[config.mk]
export PLATFORM = sky130hd
export DESIGN_NAME = uart_packet_parser
export DESIGN_NICKNAME = d
export VERILOG_FILES = /design/src/rtl/uart_packet_parser.sv
export SDC_FILE = /design/constraint.sdc
export NUM_CORES = 1
export LEC_CHECK = 0
export CAP_MARGIN = 20
export CORE_ASPECT_RATIO = 1.4
export CORE_MARGIN = 8
export CORE_UTILIZATION = 25
export DETAILED_ROUTE_END_ITERATION = 7
export PLACE_DENSITY = 0.54
export SETUP_SLACK_MARGIN = 0.1
export SYNTH_ARGS = -nofsm -noshare
export SYNTH_HDL_FRONTEND = slang
export SYNTH_SLANG_ARGS = --single-unit
[constraint.sdc]
create_clock -name clk_i -period 2.6 [get_ports clk_i]
set_input_delay 0.26 -clock clk_i [delete_from_list [all_inputs] [get_ports clk_i]]
set_output_delay 0.26 -clock clk_i [all_outputs]
set_load 0.01 [all_outputs]
[src/rtl/uart_packet_parser.sv]
// Frames the UART receive byte stream into header + payload transactions.
// Flags illegal opcodes, illegal lengths and inter-byte stalls on err_o / err_code_o.
//
// state   | meaning
// --------+---------------------------------------------------------------
// IDLE    | waiting for the opcode byte
// RSVD    | waiting for the reserved byte
// LEN_LO  | waiting for length[7:0]
// LEN_HI  | waiting for length[15:8]
// CHECK   | validate length then opcode (one cycle, no byte accepted)
// CMD     | header presented on cmd_*, waiting for consumer
// PAYLOAD | bytes pass straight through to pl_*
// DROP    | discarding the payload of a packet with an illegal opcode
module uart_packet_parser #(
    parameter int unsigned TIMEOUT_CYCLES = 100000,
    parameter logic [15:0] MAX_LEN        = 16'h0104
) (
    input  logic        clk_i,
    input  logic        reset_i,
    input  logic [7:0]  rx_data_i,
    input  logic        rx_valid_i,
    output logic        rx_ready_o,
    output logic [7:0]  cmd_opcode_o,
    output logic [15:0] cmd_len_o,
    output logic        cmd_valid_o,
    input  logic        cmd_ready_i,
    output logic [7:0]  pl_data_o,
    output logic        pl_valid_o,
    output logic        pl_last_o,
    input  logic        pl_ready_i,
    output logic        err_o,
    output logic [1:0]  err_code_o
);

    localparam int unsigned   TW         = $clog2(TIMEOUT_CYCLES + 1);
    localparam logic [TW-1:0] TIMER_LOAD = TW'(TIMEOUT_CYCLES);

    typedef enum logic [2:0] {
        IDLE,
        RSVD,
        LEN_LO,
        LEN_HI,
        CHECK,
        CMD,
        PAYLOAD,
        DROP
    } state_t;

    state_t          state;
    logic [15:0]     len_q;
    logic [15:0]     count;
    logic [TW-1:0]   timer;
    logic            rx_fire;
    logic            timer_active;
    logic            timer_hold;
    logic            timer_expire;
    logic            opcode_ok;

    always_comb begin
        rx_ready_o = 1'b0;
        case (state)
            IDLE, RSVD, LEN_LO, LEN_HI: rx_ready_o = 1'b1;
            // A zero-length drop must not swallow the next packet's opcode
            DROP:                       rx_ready_o = (count != 16'd0);
            PAYLOAD:                    rx_ready_o = pl_ready_i;
            default:                    rx_ready_o = 1'b0;
        endcase
    end

    assign rx_fire    = rx_valid_i && rx_ready_o;
    assign pl_valid_o = (state == PAYLOAD) && rx_valid_i;
    assign pl_data_o  = (state == PAYLOAD) ? rx_data_i : 8'h00;
    assign pl_last_o  = (state == PAYLOAD) && (count == 16'd1);

    assign opcode_ok = (cmd_opcode_o == 8'hEC) || (cmd_opcode_o == 8'h88) ||
                       (cmd_opcode_o == 8'h89) || (cmd_opcode_o == 8'h8A);

    assign timer_active = (state == RSVD) || (state == LEN_LO) || (state == LEN_HI) ||
                          (state == PAYLOAD) || (state == DROP);
    // Consumer backpressure is not a stall on the UART side
    assign timer_hold   = rx_fire || ((state == PAYLOAD) && !pl_ready_i);
    assign timer_expire = timer_active && !timer_hold && (timer == TW'(1));

    always_ff @(posedge clk_i) begin
        if (reset_i) begin
            state        <= IDLE;
            len_q        <= 16'd0;
            count        <= 16'd0;
            timer        <= '0;
            cmd_opcode_o <= 8'h00;
            cmd_len_o    <= 16'd0;
            cmd_valid_o  <= 1'b0;
            err_o        <= 1'b0;
            err_code_o   <= 2'd0;
        end else begin
            err_o <= 1'b0;

            // Preloaded while inactive, so every entry to a timed state starts fresh
            if (!timer_active || timer_hold) begin
                timer <= TIMER_LOAD;
            end else if (timer != '0) begin
                timer <= timer - TW'(1);
            end

            if (timer_expire) begin
                state       <= IDLE;
                cmd_valid_o <= 1'b0;
                err_o       <= 1'b1;
                err_code_o  <= 2'd3;
            end else begin
                case (state)
                    IDLE: begin
                        if (rx_fire) begin
                            cmd_opcode_o <= rx_data_i;
                            state        <= RSVD;
                        end
                    end
                    RSVD: begin
                        if (rx_fire) state <= LEN_LO;
                    end
                    LEN_LO: begin
                        if (rx_fire) begin
                            len_q[7:0] <= rx_data_i;
                            state      <= LEN_HI;
                        end
                    end
                    LEN_HI: begin
                        if (rx_fire) begin
                            len_q[15:8] <= rx_data_i;
                            state       <= CHECK;
                        end
                    end
                    CHECK: begin
                        if ((len_q < 16'd4) || (len_q > MAX_LEN)) begin
                            err_o      <= 1'b1;
                            err_code_o <= 2'd2;
                            state      <= IDLE;
                        end else if (!opcode_ok) begin
                            err_o      <= 1'b1;
                            err_code_o <= 2'd1;
                            count      <= len_q - 16'd4;
                            state      <= DROP;
                        end else begin
                            cmd_len_o   <= len_q - 16'd4;
                            count       <= len_q - 16'd4;
                            cmd_valid_o <= 1'b1;
                            state       <= CMD;
                        end
                    end
                    CMD: begin
                        if (cmd_ready_i) begin
                            cmd_valid_o <= 1'b0;
                            state       <= (cmd_len_o != 16'd0) ? PAYLOAD : IDLE;
                        end
                    end
                    PAYLOAD: begin
                        if (rx_fire) begin
                            count <= count - 16'd1;
                            if (count == 16'd1) state <= IDLE;
                        end
                    end
                    DROP: begin
                        if (count == 16'd0) begin
                            state <= IDLE;
                        end else if (rx_fire) begin
                            count <= count - 16'd1;
                            if (count == 16'd1) state <= IDLE;
                        end
                    end
                    default: state <= IDLE;
                endcase
            end
        end
    end

endmodule
# Word level (Yosys, flattened, before mapping)
# Index checks and enable logic that the tools add are counted.
# word_totals
input_bits	13
elab_cells	111
ff_bits	80
output_inout_bits	39
# op_classes
mux	32
add_sub_neg	3
reduce_logical	39
eq_ne	22
bitwise_logic	2
n_lt_le_gt_ge	2
# ops
operator	count
$mux 16	3
$pmux 16 s3	1
$mux 17	2
$eq 8x8->1 const B	4
$reduce_bool 16->1	2
$mux 3	10
$pmux 3 s8	1
$eq 17x1->1 const B	1
$reduce_bool 17->1	1
$sub 17x1->17 const B	1
$eq 16x1->1 const B	1
$gt 16x9->1 const B	1
$logic_not 16->1	1
$lt 16x3->1 const B	1
$ne 2x2->1 const B	8
$sub 16x1->16 const B	1
$sub 16x3->16 const B	1
$eq 3x3->1 const B	4
$reduce_and 4->1	3
$logic_or 1x1->1	10
$mux 2	5
$reduce_and 3->1	3
$mux 8	1
$mux 1	7
other kinds (15)	27

# Logic depth before layout (Yosys ltp)
# Gate-level depths: netlist (run 1).
# depth
ltp_word	10
mapped_depth	10
depth_no_buf	8

# Worst setup path after synthesis (run 1)
# OpenSTA, ideal clock, no wires.
# synth_path
kind	register to register
start	register len_q[2]
end	register cmd_len_o[8]
path_slack_ns	0.604
required_time_ns	2.530
t_arrival_ns	1.926
stages_incl_launch_ff	11
path_buffers	3
synth_period_minus_slack_ns	1.996
cell_sequence	dfxtp_1 -> inv_1 -> ha_1 -> clkbuf_1 -> a31o_2 -> a211oi_4 -> and3_1 -> buf_4 -> buf_6 -> nand2_1 -> a21oi_1
# synth_between
elab_chain_len	4
word_cells_on_any_way	6
cone_classes	1 x add/sub; 2 x order compare; 1 x bitwise; 2 x reduce/logical
# synth_rtl
element	line	source
start: declaration	50	logic [15:0] len_q;
start signal: assignment	123	len_q[7:0] <= rx_data_i;
$lt 16x3->1 / $gt 16x9->1 (equally long branches)	134	if ((len_q < 16'd4) || (len_q > MAX_LEN)) begin
$logic_or 1x1->1	134	
$not 1->1 (no line)	-	
$reduce_and 4->1 (no line)	-	
end signal: assignment	144	cmd_len_o <= len_q - 16'd4;
end: declaration	24	output logic [15:0] cmd_len_o,
# Several ways; a longest one is shown, not always the timed one.
# A chain may end at the register's enable or synchronous reset.

# Worst setup path in the final report (run 1)
# layout_path
start	register count[5]
end	output port pl_last_o
# layout_between
elab_chain_len	2
# layout_rtl
element	line	source
start: declaration	51	logic [15:0] count;
start signal: assignment	141	count <= len_q - 16'd4;
start signal: assignment	145	count <= len_q - 16'd4;
start signal: assignment	158	count <= count - 16'd1;
$eq 16x1->1	73	assign pl_last_o = (state == PAYLOAD) && (count == 16'd1);
$logic_and 1x1->1	73	
end: declaration	29	output logic pl_last_o,
# No other way between the ends.

==> flow_summary_export.csv, run 1 <==
group,metric,value,unit
grt,first_global_vias,3875,
floorplan,die_x,125,um
final_layout,fill_cells,1745,
clocking,cts_hold_buffers,0,
timing,fin_skew,0.00734,ns
worst_setup_path,startpoint_type,"register",
drt,drt_pass1_iterations,5,
run_status,outcome,"finished, final reports clean",
worst_setup_path,critical-path-max-stage-delay,0.55,ns
timing,grt_setup_unrepaired,"no",
worst_setup_path,slowest_stage,"clkdlybuf4s50_1",
synthesis,synth_common_cells,"nand2_1 (99), dfxtp_1 (80), a21oi_1 (66), nor2_1 (47), xor2_1 (18)",
synthesis,ys_warn_count,0,
worst_setup_path,crit_type,"register to primary output",
grt,grt_pass1_wl,20100,um
worst_setup_path,cp_data_required_time,2.34,ns
synthesis,synth.top_cell.area_share,38.4,%
placed_design,dpl.hpwl,9250,um
grt,grtUsageTotal,11.7,%
worst_setup_path,path_buf_inv,1,
synthesis,yosys.area_share.simple,29.6,%
placed_design,port_buffers,51,
worst_setup_path,crit_path_cell_trace,"nor4_4, and4b_2, and4_1, clkdlybuf4s50_1",
drt,drt-total-wl,12200,um
grt,antenna_found_initial,0,
worst_setup_path,worstPathMaxFanout,4,
synthesis,yosys.area.top_type,"dfxtp_1",
timing,hold_ws,0.366,ns
timing,clock.fmax,417,MHz
worst_setup_path,r2r-start,"len_q[4]$_SDFFE_PP0P_",
drt,ant_nets,0,
grt,gr-total-overflow,0,
worst_setup_path,critPathTopFamily,"simple AND/OR/NAND/NOR gates",
clocking,cts.path.max_buffers,2,
clocking,htree_levels,3,
synthesis,synth_top_family_by_area,"simple AND/OR/NAND/NOR gates",
timing,finalHoldViolCount,0,
drt,viasPerCell,5.06,
power,cellLeakagePower,1.94,nW
synthesis,syn_inst,529,
final_layout,nNetsFinal,604,
clocking,clk_pin_slew,0.06,ns
synthesis,synthFlopType,"dfxtp_1",
synthesis,synthArstFlopShare,0,%
synthesis,netlist_area,4170,um2
floorplan,start_util,25.2,%
synthesis,ys_top_cells_by_area,"dfxtp_1 (38%), nand2_1 (8.9%), a21oi_1 (7.9%)",
power,totalPowerFinal,2.85,mW
power,pwr_density_cell,544,nW/um2
final_layout,drive_above_1_share,9.68,%
drt,drc,0,
worst_setup_path,r2r_setup_slack,0.35,ns
final_layout,antenna_cells,0,
floorplan,io_pins,52,
clocking,cts_sinks,80,
final_layout,register_area,1600,um2
synthesis,synth_edf_count,0,
timing,min_period_over_period,92.2,%
floorplan,die_h,169,um
synthesis,synth_xor_area_share,5.47,%
synthesis,yosysMostFrequentCell,"nand2_1",
synthesis,ys_seq_elements,80,
synthesis,synth_mux_area_share,0.480,%
floorplan,coreArea,16500,um2
timing,setup_tns,0,ns
floorplan,die-area,21100,um2
clocking,clock_latency,0.34,ns
synthesis,synth_fp_nets,549,
synthesis,ys_seq_area_share,38.4,%
timing,report.final.slew_viol_count,0,
final_layout,multi_input_area,2400,um2
min_path,hold_class,"input port to register",
drt,drt_iter0_markers,282,
timing,worstMarginPinSlew,0.695,ns
timing,setup-violations-final,0,
power,vdd_ir_drop_max,0.000238,V
synthesis,synth_compound_area_share,19.8,%
worst_setup_path,arrival,2.14,ns
grt,grt_max_degree,27,
min_path,hold_start,"reset_i",
final_layout,final_util,31.7,%
synthesis,synth_adder_area_share,2.10,%
synthesis,avgSynthCellArea,7.88,um2
worst_setup_path,r2r-end,"count[15]$_SDFFE_PP0P_",
min_path,hold_path_depth,2,
worst_setup_path,r2r_cells,6,
timing,period_needed,2.40,ns
clocking,cts_root_buf,"clkbuf_16",
min_path,hold_path_end,"cmd_len_o[8]$_SDFFE_PP0P_",
clocking,cts_tree,"done",
placed_design,gp_congestion,0.860,
worst_setup_path,endpoint_kind,"primary output",
floorplan,rows,56,
timing,slew_headroom,53.6,%
clocking,cts_made_buffers,9,
drt,avgRoutedWirePerCell,15.4,um
drt,dr_total_vias,4008,
synthesis,yosysUniqueCellTypes,68,
run,maxCapViolCount,0,
final_layout,area_growth,26.0,%
sequential cells by signal, summed over array words and instances (netlist names):
register and flops:
err_o 1, cmd_opcode_o 8, cmd_len_o 16, timer 17, count 16, len_q 16, cmd_valid_o 1, state 3
err_code_o 2
routing by layer:
layer / up-vias / wire (um) / GRT usage, %
li1: 1983 / - / -
met1: 1884 / 5420 / 13.9
met2: 125 / 5880 / 19.8
met3: 16 / 647 / 2.46
met4: 0 / 276 / 5.53
met5: - / 0 / 0
through the flow:
stage          instance area [um2]  setup slack (ns)  instances
5_1_grt                       5250             0.126        792
4_1_cts                       5240             0.112        791
3_3_place_gp                  4940             0.346        775
2_1_floorplan                 4170             0.604        529
3_5_place_dp                  4940             0.315        775
6_report                      5250             0.203        792
worst max path at each step:
stage | cells past startpoint | startpoint | end | slack, ns
floorplan | 10 | len_q[2]$_SDFFE_PP0P_ | cmd_len_o[8]$_SDFFE_PP0P_ | 0.60
global placement | 6 | count[0]$_SDFFE_PP0P_ | rx_ready_o | 0.35
detailed placement | 6 | count[0]$_SDFFE_PP0P_ | rx_ready_o | 0.32
CTS | 4 | count[9]$_SDFFE_PP0P_ | pl_last_o | 0.11
global route | 6 | state[0]$_SDFFE_PP0P_ | pl_last_o | 0.13
finish | 4 | count[5]$_SDFFE_PP0P_ | pl_last_o | 0.20
logic make-up after synthesis:
logic type / Yosys count
compound gates: 131
xor+xnor: 26
fa+ha+maj: 7
buf+inv: 39
flops: 80
mux: 2
simple gates: 244
power by group:
part / internal, mW / leakage (nW) / switching (mW) / total, mW
clock: 0.744 / 0.146 / 0.532 / 1.28
combinational: 0.124 / 1.14 / 0.169 / 0.293
sequential: 1.25 / 0.649 / 0.0341 / 1.29
total: 2.12 / 1.94 / 0.735 / 2.85
what timing repair did:
item,CTS,global route
pin swaps,0,2
endpoints found under the setup margin,2,1
resized for setup,3,1
endpoints found under the hold margin,0,0
setup buffers,0,1
placed cells by master (no fill, tap or decap), types with 4 or more instances in the layout:
cell / netlist / routed
and3_1: 6 / 6
nand4_1: 5 / 5
nand2_1: 99 / 99
xor2_1: 18 / 18
nor2b_1: 4 / 4
nor3_1: 15 / 15
o21ai_1: 12 / 12
o21ai_0: 7 / 7
a211oi_1: 6 / 6
o21a_1: 4 / 4
nor2_1: 47 / 46
a21oi_1: 66 / 66
xnor2_1: 8 / 8
clkdlybuf4s50_1: 0 / 49
inv_1: 12 / 12
nand3_1: 15 / 15
clkbuf_16: 0 / 9
o211ai_1: 5 / 5
ha_1: 7 / 7
dfxtp_1: 80 / 79
and2_1: 12 / 12
buf_4: 4 / 19
nor4_1: 11 / 11
area by class of cell:
| cell class | count | area share (%) |
|---|---|---|
| clock inverters | 7 | 1.33 |
| repair buffers | 70 | 12.3 |
| clock buffers | 9 | 4.29 |
| multi-input cells | 410 | 45.8 |
| flip-flops and latches | 80 | 30.5 |
| inverters | 13 | 0.929 |
| well taps | 203 | 4.84 |
Power figures use the tool's default switching activity.
==> inputs of run 2 (changes only) <==
--- a/config.mk
+++ b/config.mk
@@ -5,10 +5,11 @@
 export SDC_FILE = /design/constraint.sdc
 export NUM_CORES = 1
 export LEC_CHECK = 0
-export CAP_MARGIN = 20
+export CAP_MARGIN = 25
 export CORE_ASPECT_RATIO = 1.4
 export CORE_MARGIN = 8
 export CORE_UTILIZATION = 25
+export CTS_CLUSTER_SIZE = 10
 export DETAILED_ROUTE_END_ITERATION = 7
 export PLACE_DENSITY = 0.54
 export SETUP_SLACK_MARGIN = 0.1
==> results of run 2 <==
No change in the layout: final DEF, timing and power equal those of run 1.
==> inputs of run 3 (changes only) <==
--- a/config.mk
+++ b/config.mk
@@ -12,7 +12,7 @@
 export CTS_CLUSTER_SIZE = 10
 export DETAILED_ROUTE_END_ITERATION = 7
 export PLACE_DENSITY = 0.54
-export SETUP_SLACK_MARGIN = 0.1
+export SETUP_SLACK_MARGIN = 0.3
 export SYNTH_ARGS = -nofsm -noshare
 export SYNTH_HDL_FRONTEND = slang
 export SYNTH_SLANG_ARGS = --single-unit
==> run 3 against run 2 <==
  * Final area is 0.79% higher
  * Combinational power is 2% higher
  * Setup slack better by 0.19 ns
  * Via count hardly changed
  * Global-route usage barely moved
  * Clock skew fell by 0.0018 ns
  * Core utilization increased by 0.25 points
  * Clock-buffer cell count did not move
  * Fmax grew 8.6%
  * Total power barely moved
  * Wire length did not move
==> flow_summary_export.csv, run 3 (synthesis gave the netlist of run 1 again) <==
group,metric,value,unit
timing,report.final.slew_viol_count,0,
final_layout,antenna_cells,0,
drt,dr_total_vias,4006,
worst_setup_path,arrival,2.43,ns
floorplan,coreArea,16500,um2
worst_setup_path,cp_data_required_time,2.82,ns
placed_design,port_buffers,51,
clocking,clock_latency,0.34,ns
clocking,cts_tree,"done",
placed_design,gp_congestion,0.860,
timing,slew_headroom,54.0,%
run,maxCapViolCount,0,
worst_setup_path,critical-path-max-stage-delay,0.60,ns
worst_setup_path,path_buf_inv,0,
power,pwr_density_cell,539,nW/um2
grt,gr-total-overflow,0,
floorplan,rows,56,
timing,finalHoldViolCount,0,
power,totalPowerFinal,2.85,mW
timing,setup-violations-final,0,
min_path,hold_class,"input port to register",
drt,viasPerCell,5.05,
grt,grt_pass1_wl,20200,um
power,cellLeakagePower,1.94,nW
final_layout,largest_reg_flops,17,
final_layout,area_growth,27.0,%
timing,min_period_over_period,84.9,%
drt,drt_iter0_markers,281,
timing,worstMarginPinSlew,0.688,ns
worst_setup_path,endpoint_kind,"register",
floorplan,die_h,169,um
worst_setup_path,crit_type,"register to register",
worst_setup_path,crit_path_cell_trace,"or4_1, nor3_2, and3_1, xnor2_1, o2bb2ai_1, a221o_1",
clocking,cts.path.max_buffers,2,
run_status,outcome,"finished, final reports clean",
worst_setup_path,worstPathMaxFanout,7,
floorplan,io_pins,52,
final_layout,nNetsFinal,605,
drt,drt-total-wl,12200,um
floorplan,die-area,21100,um2
final_layout,top_register,"timer",
clocking,cts_made_buffers,9,
drt,ant_nets,0,
clocking,htree_levels,3,
clocking,clk_pin_slew,0.06,ns
worst_setup_path,slowest_stage,"or4_1",
drt,drc,0,
timing,period_needed,2.21,ns
worst_setup_path,startpoint_type,"register",
timing,clock.fmax,453,MHz
final_layout,mostFrequentLayoutCells,"nand2_1 (99), dfxtp_1 (76), a21oi_1 (65), clkdlybuf4s50_1 (48), nor2_1 (46)",
clocking,cts_hold_buffers,0,
timing,fin_skew,0.00550,ns
drt,drt_pass1_iterations,5,
timing,grt_setup_unrepaired,"yes",
timing,setup_tns,0,ns
grt,antenna_found_initial,0,
placed_design,dpl.hpwl,9250,um
worst_setup_path,critPathTopFamily,"simple AND/OR/NAND/NOR gates",
floorplan,die_x,125,um
grt,grtUsageTotal,11.8,%
clocking,cts_sinks,80,
final_layout,drive_above_1_share,11.2,%
floorplan,start_util,25.2,%
clocking,cts_root_buf,"clkbuf_16",
grt,grt_max_degree,27,
grt,first_global_vias,3890,
drt,avgRoutedWirePerCell,15.4,um
power,vdd_ir_drop_max,0.000231,V
final_layout,final_common_cell,"nand2_1",
run 3: report_power, final:
part           internal, mW  switching, mW  total [mW]
registers              1.25         0.0340        1.29
clock network         0.743          0.524        1.27
logic                 0.124          0.174       0.298
run 3: path summary, 6_finish.rpt:
path	startpoint	slack (ns)	end	cells after the start
worst min-delay path	reset_i	0.37	cmd_len_o[8]$_SDFFE_PP0P_	2
worst max-delay path	len_q[4]$_SDFFE_PP0P_	0.39	count[15]$_SDFFE_PP0P_	6
worst min register to register	len_q[3]$_SDFFE_PP0P_	0.47	len_q[3]$_SDFFE_PP0P_	2
worst max register to register	len_q[4]$_SDFFE_PP0P_	0.39	count[15]$_SDFFE_PP0P_	6
run 3: final cells by class:
type,count,area (um2)
clock buffer,9,225
clock inverter,7,70.1
timing repair buffer,71,653
multi-input combinational,410,2430
sequential,80,1610
inverter,13,48.8
fill,1736,11200
tap,203,254
run 3: metrics by stage:
stage	instance area, um2	cells	utilization, %	hold WS, ns	setup WS, ns
after detailed placement	4940	775	29.9	0.467	0.315
after global placement	4940	775	29.9	0.458	0.346
after floorplan	4170	529	-	0.396	0.604
after global routing	5290	793	32.0	0.386	0.259
after CTS	5260	793	31.8	0.362	0.299
final	5290	793	32.0	0.370	0.394
run 3: what timing repair did:
action,CTS,global route
buffers inserted,2,0
endpoints found under the setup margin,11,32
gates resized for setup,6,9
pin swaps,2,0
run 3: routing by layer:
metal	GRT usage, %	wire, um	vias up	part of all wire, %
met1	13.9	5440	1877	44
met3	2.46	616	16	5.0
met4	5.53	276	0	2.3
met2	19.9	5890	132	48
met5	0	0	-	0
li1	-	-	1981	-
